`config.mk`:
```
export PLATFORM = sky130hd
export DESIGN_NAME = pid_controller_q
export DESIGN_NICKNAME = d
export VERILOG_FILES = /design/src/rtl/pid_controller_q.sv
export SDC_FILE = /design/constraint.sdc
export NUM_CORES = 2
export LEC_CHECK = 0
export CAP_MARGIN = 30
export CORE_ASPECT_RATIO = 0.6
export CORE_UTILIZATION = 35
export DETAILED_ROUTE_END_ITERATION = 16
export GPL_TIMING_DRIVEN = 1
export PLACE_DENSITY_LB_ADDON = 0.05
export SETUP_SLACK_MARGIN = 0.4
export SLEW_MARGIN = 5
export SYNTH_ARGS = -nofsm -noshare
export SYNTH_HDL_FRONTEND = slang
export SYNTH_SLANG_ARGS = --single-unit
```
`constraint.sdc`:
```
create_clock -name clk -period 11.35 [get_ports clk]
set_input_delay 1.135 -clock clk [delete_from_list [all_inputs] [get_ports clk]]
set_output_delay 1.135 -clock clk [all_outputs]
set_load 0.01 [all_outputs]
```
`src/rtl/pid_controller_q.sv`:
```
// ============================================================================
// Module      : pid_controller_q
// Description : Strobe-driven fixed-point PID controller. One shared multiplier,
//               output clamp, conditional-integration anti-windup.
// Revision    : 1.0 - initial release
// ============================================================================
`default_nettype none

module pid_controller_q #(
    parameter int DW      = 16,
    parameter int GW      = 16,
    parameter int FRAC    = 8,
    parameter int IW      = 24,
    parameter int OUT_MAX = 2**(DW-1)-1,
    parameter int OUT_MIN = -(2**(DW-1))
) (
    input  logic                 clk,
    input  logic                 rst,
    input  logic                 start,
    input  logic                 clr_integ,
    input  logic signed [DW-1:0] ref_val,
    input  logic signed [DW-1:0] y,
    input  logic signed [GW-1:0] kp,
    input  logic signed [GW-1:0] ki,
    input  logic signed [GW-1:0] kd,
    output logic                 busy,
    output logic signed [DW-1:0] u_out,
    output logic                 u_valid,
    output logic                 sat
);

    localparam int c_aw = GW + IW + 3;
    localparam int c_bw = (IW > DW + 2) ? IW : DW + 2;
    localparam int c_pw = GW + c_bw;
    localparam int c_sw = ((IW > DW + 1) ? IW : DW + 1) + 1;

    localparam longint c_imax_l = (longint'(1) <<< (IW - 1)) - 1;
    localparam logic signed [c_sw-1:0] c_imax = c_sw'(c_imax_l);
    localparam logic signed [c_sw-1:0] c_imin = c_sw'(-c_imax_l - 1);
    localparam logic signed [c_aw-1:0] c_omax = c_aw'(OUT_MAX);
    localparam logic signed [c_aw-1:0] c_omin = c_aw'(OUT_MIN);

    localparam logic [2:0] S_IDLE  = 3'd0;
    localparam logic [2:0] S_ERR   = 3'd1;
    localparam logic [2:0] S_PTERM = 3'd2;
    localparam logic [2:0] S_ITERM = 3'd3;
    localparam logic [2:0] S_DTERM = 3'd4;
    localparam logic [2:0] S_OUT   = 3'd5;

    logic [2:0]               r_state, w_next;
    logic signed [DW-1:0]     r_ref, r_y, r_u_out;
    logic signed [GW-1:0]     r_kp, r_ki, r_kd;
    logic signed [DW:0]       r_e, r_e_prev, w_e;
    logic signed [DW+1:0]     r_d, w_d;
    logic signed [IW-1:0]     r_ic, r_integ, w_ic;
    logic signed [c_sw-1:0]   w_sum;
    logic signed [c_aw-1:0]   r_acc, w_prod_ext, w_v;
    logic signed [GW-1:0]     w_ga;
    logic signed [c_bw-1:0]   w_ob;
    logic signed [c_pw-1:0]   w_prod;
    logic signed [DW-1:0]     w_u;
    logic                     w_hi, w_lo, w_hold, w_busy;
    logic                     r_u_valid, r_sat;

    // Error, delta and saturated integrator candidate
    assign w_e   = (DW+1)'(r_ref) - (DW+1)'(r_y);
    assign w_d   = (DW+2)'(w_e) - (DW+2)'(r_e_prev);
    assign w_sum = c_sw'(r_integ) + c_sw'(w_e);
    assign w_ic  = (w_sum > c_imax) ? IW'(c_imax) :
                   (w_sum < c_imin) ? IW'(c_imin) : IW'(w_sum);

    assign w_prod     = c_pw'(w_ga) * c_pw'(w_ob);
    assign w_prod_ext = c_aw'(w_prod);

    assign w_v    = r_acc >>> FRAC;
    assign w_hi   = (w_v > c_omax);
    assign w_lo   = (w_v < c_omin);
    assign w_u    = w_hi ? DW'(OUT_MAX) : w_lo ? DW'(OUT_MIN) : DW'(w_v);
    // Freeze the integrator only when integrating would push further into the clamp
    assign w_hold = (w_hi && !r_e[DW] && (r_e != '0)) || (w_lo && r_e[DW]);

    always_ff @(posedge clk or posedge rst) begin
        if (rst) r_state <= S_IDLE;
        else     r_state <= w_next;
    end

    always_comb begin
        w_next = r_state;
        case (r_state)
            S_IDLE:  if (start) w_next = S_ERR;
            S_ERR:   w_next = S_PTERM;
            S_PTERM: w_next = S_ITERM;
            S_ITERM: w_next = S_DTERM;
            S_DTERM: w_next = S_OUT;
            S_OUT:   w_next = S_IDLE;
            default: w_next = S_IDLE;
        endcase
    end

    always_comb begin
        w_busy = (r_state != S_IDLE);
        w_ga   = '0;
        w_ob   = '0;
        case (r_state)
            S_PTERM: begin w_ga = r_kp; w_ob = c_bw'(r_e);  end
            S_ITERM: begin w_ga = r_ki; w_ob = c_bw'(r_ic); end
            S_DTERM: begin w_ga = r_kd; w_ob = c_bw'(r_d);  end
            default: ;
        endcase
    end

    always_ff @(posedge clk or posedge rst) begin
        if (rst) begin
            r_ref <= '0; r_y <= '0; r_kp <= '0; r_ki <= '0; r_kd <= '0;
            r_e <= '0; r_d <= '0; r_ic <= '0; r_integ <= '0; r_e_prev <= '0;
            r_acc <= '0; r_u_out <= '0; r_sat <= 1'b0; r_u_valid <= 1'b0;
        end else begin
            r_u_valid <= (r_state == S_OUT);
            case (r_state)
                S_IDLE: begin
                    if (clr_integ) begin
                        r_integ  <= '0;
                        r_e_prev <= '0;
                    end
                    if (start) begin
                        r_ref <= ref_val; r_y <= y;
                        r_kp <= kp; r_ki <= ki; r_kd <= kd;
                    end
                end
                S_ERR: begin
                    r_e  <= w_e;
                    r_d  <= w_d;
                    r_ic <= w_ic;
                end
                S_PTERM: r_acc <= w_prod_ext;
                S_ITERM, S_DTERM: r_acc <= r_acc + w_prod_ext;
                S_OUT: begin
                    r_u_out  <= w_u;
                    r_sat    <= w_hi | w_lo;
                    r_e_prev <= r_e;
                    if (!w_hold) r_integ <= r_ic;
                end
                default: ;
            endcase
        end
    end

    assign busy    = w_busy;
    assign u_out   = r_u_out;
    assign u_valid = r_u_valid;
    assign sat     = r_sat;

endmodule

`default_nettype wire

```
Yosys cells after proc, flatten, opt, wreduce, memory -nomap -nowiden
Index checks and enable logic that the tools add are counted.

word-level totals
  input port bits = 84
  memory bits (read-only) = 0
  memories = 0
  latch bits = 0
  memory bits (writable) = 0
  register bits = 244
  logic and storage cells = 61
  output and inout bits = 19

operators by class
  reductions and logical operators = 14
  order comparisons = 4
  bitwise logic cells = 1
  shift-type cells = 0
  div/mod/pow operators = 0
  eq/ne operators = 8
  add/subtract/negate cells = 4
  multiplexer cells = 14
  multipliers = 1

operators by type and width
  kind                                                                            count
  24-bit two-way mux                                                              4
  43-bit one-hot mux with 2 select lines                                          1
  24-bit one-hot mux with 3 select lines                                          1
  16-bit one-hot mux with 3 select lines                                          1
  24-bit one-hot mux with 2 select lines                                          1
  43-bit by 40-bit adder with 43-bit output                                       1
  16-bit by 24-bit multiplier with 40-bit output                                  1
  35-bit by 16-bit > comparator with 1-bit output, second input constant          1
  35-bit by 16-bit less-than comparator with 1-bit output, second input constant  1
  17-bit one-hot mux with 2 select lines                                          1
  16-bit two-way mux                                                              2
  24-bit by 17-bit adder with 25-bit output                                       1
  25-bit by 24-bit > comparator with 1-bit output, second input constant          1
  25-bit by 24-bit less-than comparator with 1-bit output, second input constant  1
  17-bit by 17-bit subtractor with 18-bit output                                  1
  17-bit two-way mux                                                              1
  17-bit nonzero test                                                             1
  16-bit by 16-bit subtractor with 17-bit output                                  1
  3-bit one-hot mux with 5 select lines                                           1
  3-bit by 2-bit == test with 1-bit output, second input constant                 2
  3-bit == test, second input constant                                            2
  2-bit != test, second input constant                                            3
  2-bit AND reduction                                                             2
  2-bit nonzero test                                                              2
  other kinds (10)                                                                12

Logic depth before layout (Yosys ltp)
  depth after elaboration = 6
  depth in mapped cells = 42
  depth with buffers taken out = 38

Worst setup path after synthesis
OpenSTA, ideal clock, no wires.

  kind = reg-to-reg
  start point = register r_state[0]
  end point = register r_acc[42]
  path slack = 1678 ps
  stages on the path, launching flop included = 39
  data required time = 11226 ps
  data arrival time = 9548 ps
  library setup time = 124 ps
  path buffers = 4
  period minus slack after synthesis = 9672 ps
  cell sequence = dfrtp_1 buf_1 clkbuf_1 mux2i_1 o21a_1 clkbuf_1 clkbuf_1 nor2_1 fa_1 inv_1 fa_1 fa_1 inv_1 fa_1 fa_1 inv_1 fa_1 inv_1 [3 not listed] o21ai_0 a221o_1 a21oi_1 o21ai_0 a21o_1 a21oi_1 xnor2_1 ha_1 a21oi_1 o21bai_1 a21oi_1 o21ai_0 a211oi_1 a21oi_2 or3_1 a311o_1 o21a_1 a211o_1

on the way
  cells in the longest elaborated chain, start to end = 5
  elaborated cells on any way between the ends = 10
  those cells by class = add/sub: 1; mul: 1; eq/ne: 3; mux: 3; reduce/logical: 2

ends and longest elaborated chain
  item                                                                                              line      source
  from (decl)                                                                                       50        logic [2:0] r_state, w_next;
  from (signal assigned)                                                                            84        else r_state <= w_next;
  3-bit == test or 3-bit by 2-bit == test with 1-bit output (tied branches)                         104, 119
  16-bit one-hot mux with 3 select lines or 24-bit one-hot mux with 3 select lines (tied branches)  104       case (r_state)
  16-bit by 24-bit multiplier with 40-bit output                                                    72        assign w_prod = c_pw'(w_ga) * c_pw'(w_ob);
  43-bit by 40-bit adder with 43-bit output                                                         136       S_ITERM, S_DTERM: r_acc <= r_acc + w_prod_ext;
  43-bit one-hot mux with 2 select lines                                                            119       case (r_state)
  to (signal assigned)                                                                              135       S_PTERM: r_acc <= w_prod_ext;
  to (signal assigned)                                                                              136
  to (decl)                                                                                         57        logic signed [c_aw-1:0] r_acc, w_prod_ext, w_v;

Parallel ways exist; a longest one is shown, timed or not.
A chain may end at the register's enable or synchronous reset.

Worst setup path after layout
Same ends and word-level chain as after synthesis.

==> out/qor.yml <==
cts-root-buf: "clkbuf_16"
finalSetupViolCount: 0
relSlewSlack_pct: 29.5
synth_nets: 3856
min_from: "u_out[2]"
die_x_um: 371
dp_hpwl_um: 80600
place_congestion: 0.926
yosysUniqueCellTypes: 75
drc: 0
syn_area_per_cell_um2: 8.98
route.met2.wl_um: 33300
core_um2: 80300
io_buffers: 102
cap_violations: 0
cp_slowest_cell: "dfrtp_4"
clk_pin_slew_ns: 0.07
arrival_ns: 11.04
ios: 103
cpPeakStageDelay_ns: 0.68
cts_max_path_buffers: 3
dieArea_um2: 83100
grt_first_pass_wirelength_um: 150000
rows: 80
synth.cell_area_um2: 28700
slew_viol_final: 0
fp.dieH_um: 224
postSynth.asyncResetShare_pct: 100
grt_max_degree: 152
worst_slew_pin_slew_ns: 1.06
min_path_type: "flip-flop to flip-flop"
areaGrowthSynthToFinish_pct: 12.7
initial_core_util_pct: 35.7
critPathKind: "flip-flop to flip-flop"
startpoint_type: "flip-flop"
wirelength_um: 98400
finalHoldViolCount: 0
wl_met1_um: 53900
grt_usage_pct: 24.2
drt_iter0_drc: 2007
min_period_ns: 10.53
finalCritPeriodShare_pct: 92.8
synth_cells: 3193
r2r-start: "r_state[0]"
synth-seq-area-share_pct: 21.3
cts-hold-fix-buffers: 0
tritoncts: "yes"
yosys.area.top_type: "fa_1"
drtPass1Iterations: 5
vias: 22700
final_antenna_net_count: 0
grt_pass1_vias: 23300
synth_edf_count: 0
cts_buffers: 29
antenna_found_initial: 3
cp_common_cell: "fa_1"
cts_max_level: 1
status: "finished clean"
clock-sinks: 244
cp_data_required_time_ns: 11.86
cp-startpoint: "r_state[0]"
synth_seq_cells: 244
synth.area.top_cells: "fa_1 26%, dfrtp_1 21%, ha_1 8.8%"
wl_per_cell_um: 22.5
clk_latency_ns: 0.63
dr_wl_met3_um: 9360
cp_max_fo: 17
via_per_inst: 5.20
yosysTopAreaCellShare_pct: 26.4
max_freq_ghz: 0.0950
rsz0062_at_grt: "false"
crit_path_end_kind: "flip-flop"
gr-total-overflow: 0
yosysWarnings: 0
setup_tns_ns: 0
drive_gt1_share_pct: 7.96
fillers: 8066
fin_skew_ns: 0.0332
synth-main-ff-cell: "dfrtp_1"
dr.max_layer_used: "met5"
nNetsFinal: 3947
[metal layers]
layer | global-route usage (%) | vias to the layer above
met3 | 7.99 | 108
met1 | 40.5 | 11400
met4 | 4.24 | 2
met2 | 28.8 | 782
li1 | - | 10500
met5 | 0 | -
[critical path, delay by kind of cell, from the launching register on]
family          cells  cell delay [ns]
buf+inv             4             0.19
compound gates     15             3.55
simple gates        6             1.49
fa+ha+maj           8             3.48
xor+xnor            1             0.35
flops               1             0.68
mux                 1             0.65
[cell usage in the layout, fill, tap and decap left out, types with 74 or more instances in the layout]
cell type          n
inv_1            553
mux2_2            80
nor2_1           277
fa_1             378
ha_1             201
clkdlybuf4s50_1  102
xnor2_1           74
dfrtp_1          243
o21ai_0          181
a21oi_1          126
nand2_1          350
[final cells by class]
class | count | area (um^2) | area share (%)
well taps | 1066 | 1330 | 4.13
clock buffers | 41 | 841 | 2.60
repair buffers | 180 | 1650 | 5.09
clock inverters | 12 | 148 | 0.457
inverters | 556 | 2090 | 6.48
multi-input cells | 2273 | 20100 | 62.3
flip-flops and latches | 244 | 6110 | 18.9
diodes | 2 | 5.00 | 0.0155
[final timing paths]
| path | endpoint | slack, ns | depth (start not counted) |
|---|---|---|---|
| max | r_acc[42] | 0.82 | 35 |
| min | u_out[2] | 0.49 | 2 |
| max reg2reg | r_acc[42] | 0.82 | 35 |
| min reg2reg | u_out[2] | 0.49 | 2 |
| max in group asynchronous | r_state[0] | 8.88 | 3 |
| min in group asynchronous | r_y[0] | 1.01 | 2 |
[through the flow]
step	worst slack [ns]	std cells	instance area, um^2	hold WS, ns	utilization (%)
after floorplan	1.68	3193	28700	0.448	-
after global placement	0.624	4308	31200	0.467	38.8
after detailed placement	0.506	4312	31200	0.474	38.9
after CTS	0.501	4365	32200	0.494	40.1
after global routing	0.425	4372	32300	0.510	40.2
final	0.820	4374	32300	0.489	40.2
[synthesized netlist by cell type (8+ instances only)]
cell type    n
o22ai_1     18
nor2b_1     15
nor3_1      22
and2_1      11
dfrtp_1    244
maj3_1      23
a211o_1      8
o21a_1      37
nor2_1     279
mux2_2      80
a211oi_1    14
fa_1       378
a21o_1      54
inv_1      555
ha_1       201
mux2i_1     37
buf_1       13
a22o_1      18
o21bai_1    16
and3_1      14
nand2b_1    28
o21ai_0    182
clkbuf_1   106
nand3_1     52
o31ai_1      8
a21oi_1    132
nor4_1      13
nand2_1    350
a31oi_1     12
o21ai_1     29
nand4_1     16
xnor2_1     75
xor2_1      48
a22oi_1      9
[timing repair]
action                                  4_1_cts  5_1_grt
gates resized for setup                       0       12
buffers inserted                              0        1
endpoints found under the setup margin        0        9
[flip-flops by register name (all words and copies together), names as in the netlist, 16 cells and up]
register  count
r_acc        43
r_d          18
r_e          17
r_e_prev     17
r_ic         24
r_integ      24
r_kd         16
r_ki         16
r_kp         16
r_ref        16
r_y          16
u_out        16
[logic make-up after synthesis]
logic type	share of synthesized area, %
DFF	21.3
adders and majority gates	36.0
AOI/OAI and AO/OA	13.0
xor gates and xnor gates	3.76
muxes	4.44
buffers and inverters	8.88
and+or+nand+nor	12.6
Power is not shown: default switching activity piles up to over one toggle a cycle in this logic, so the estimate is an artifact.
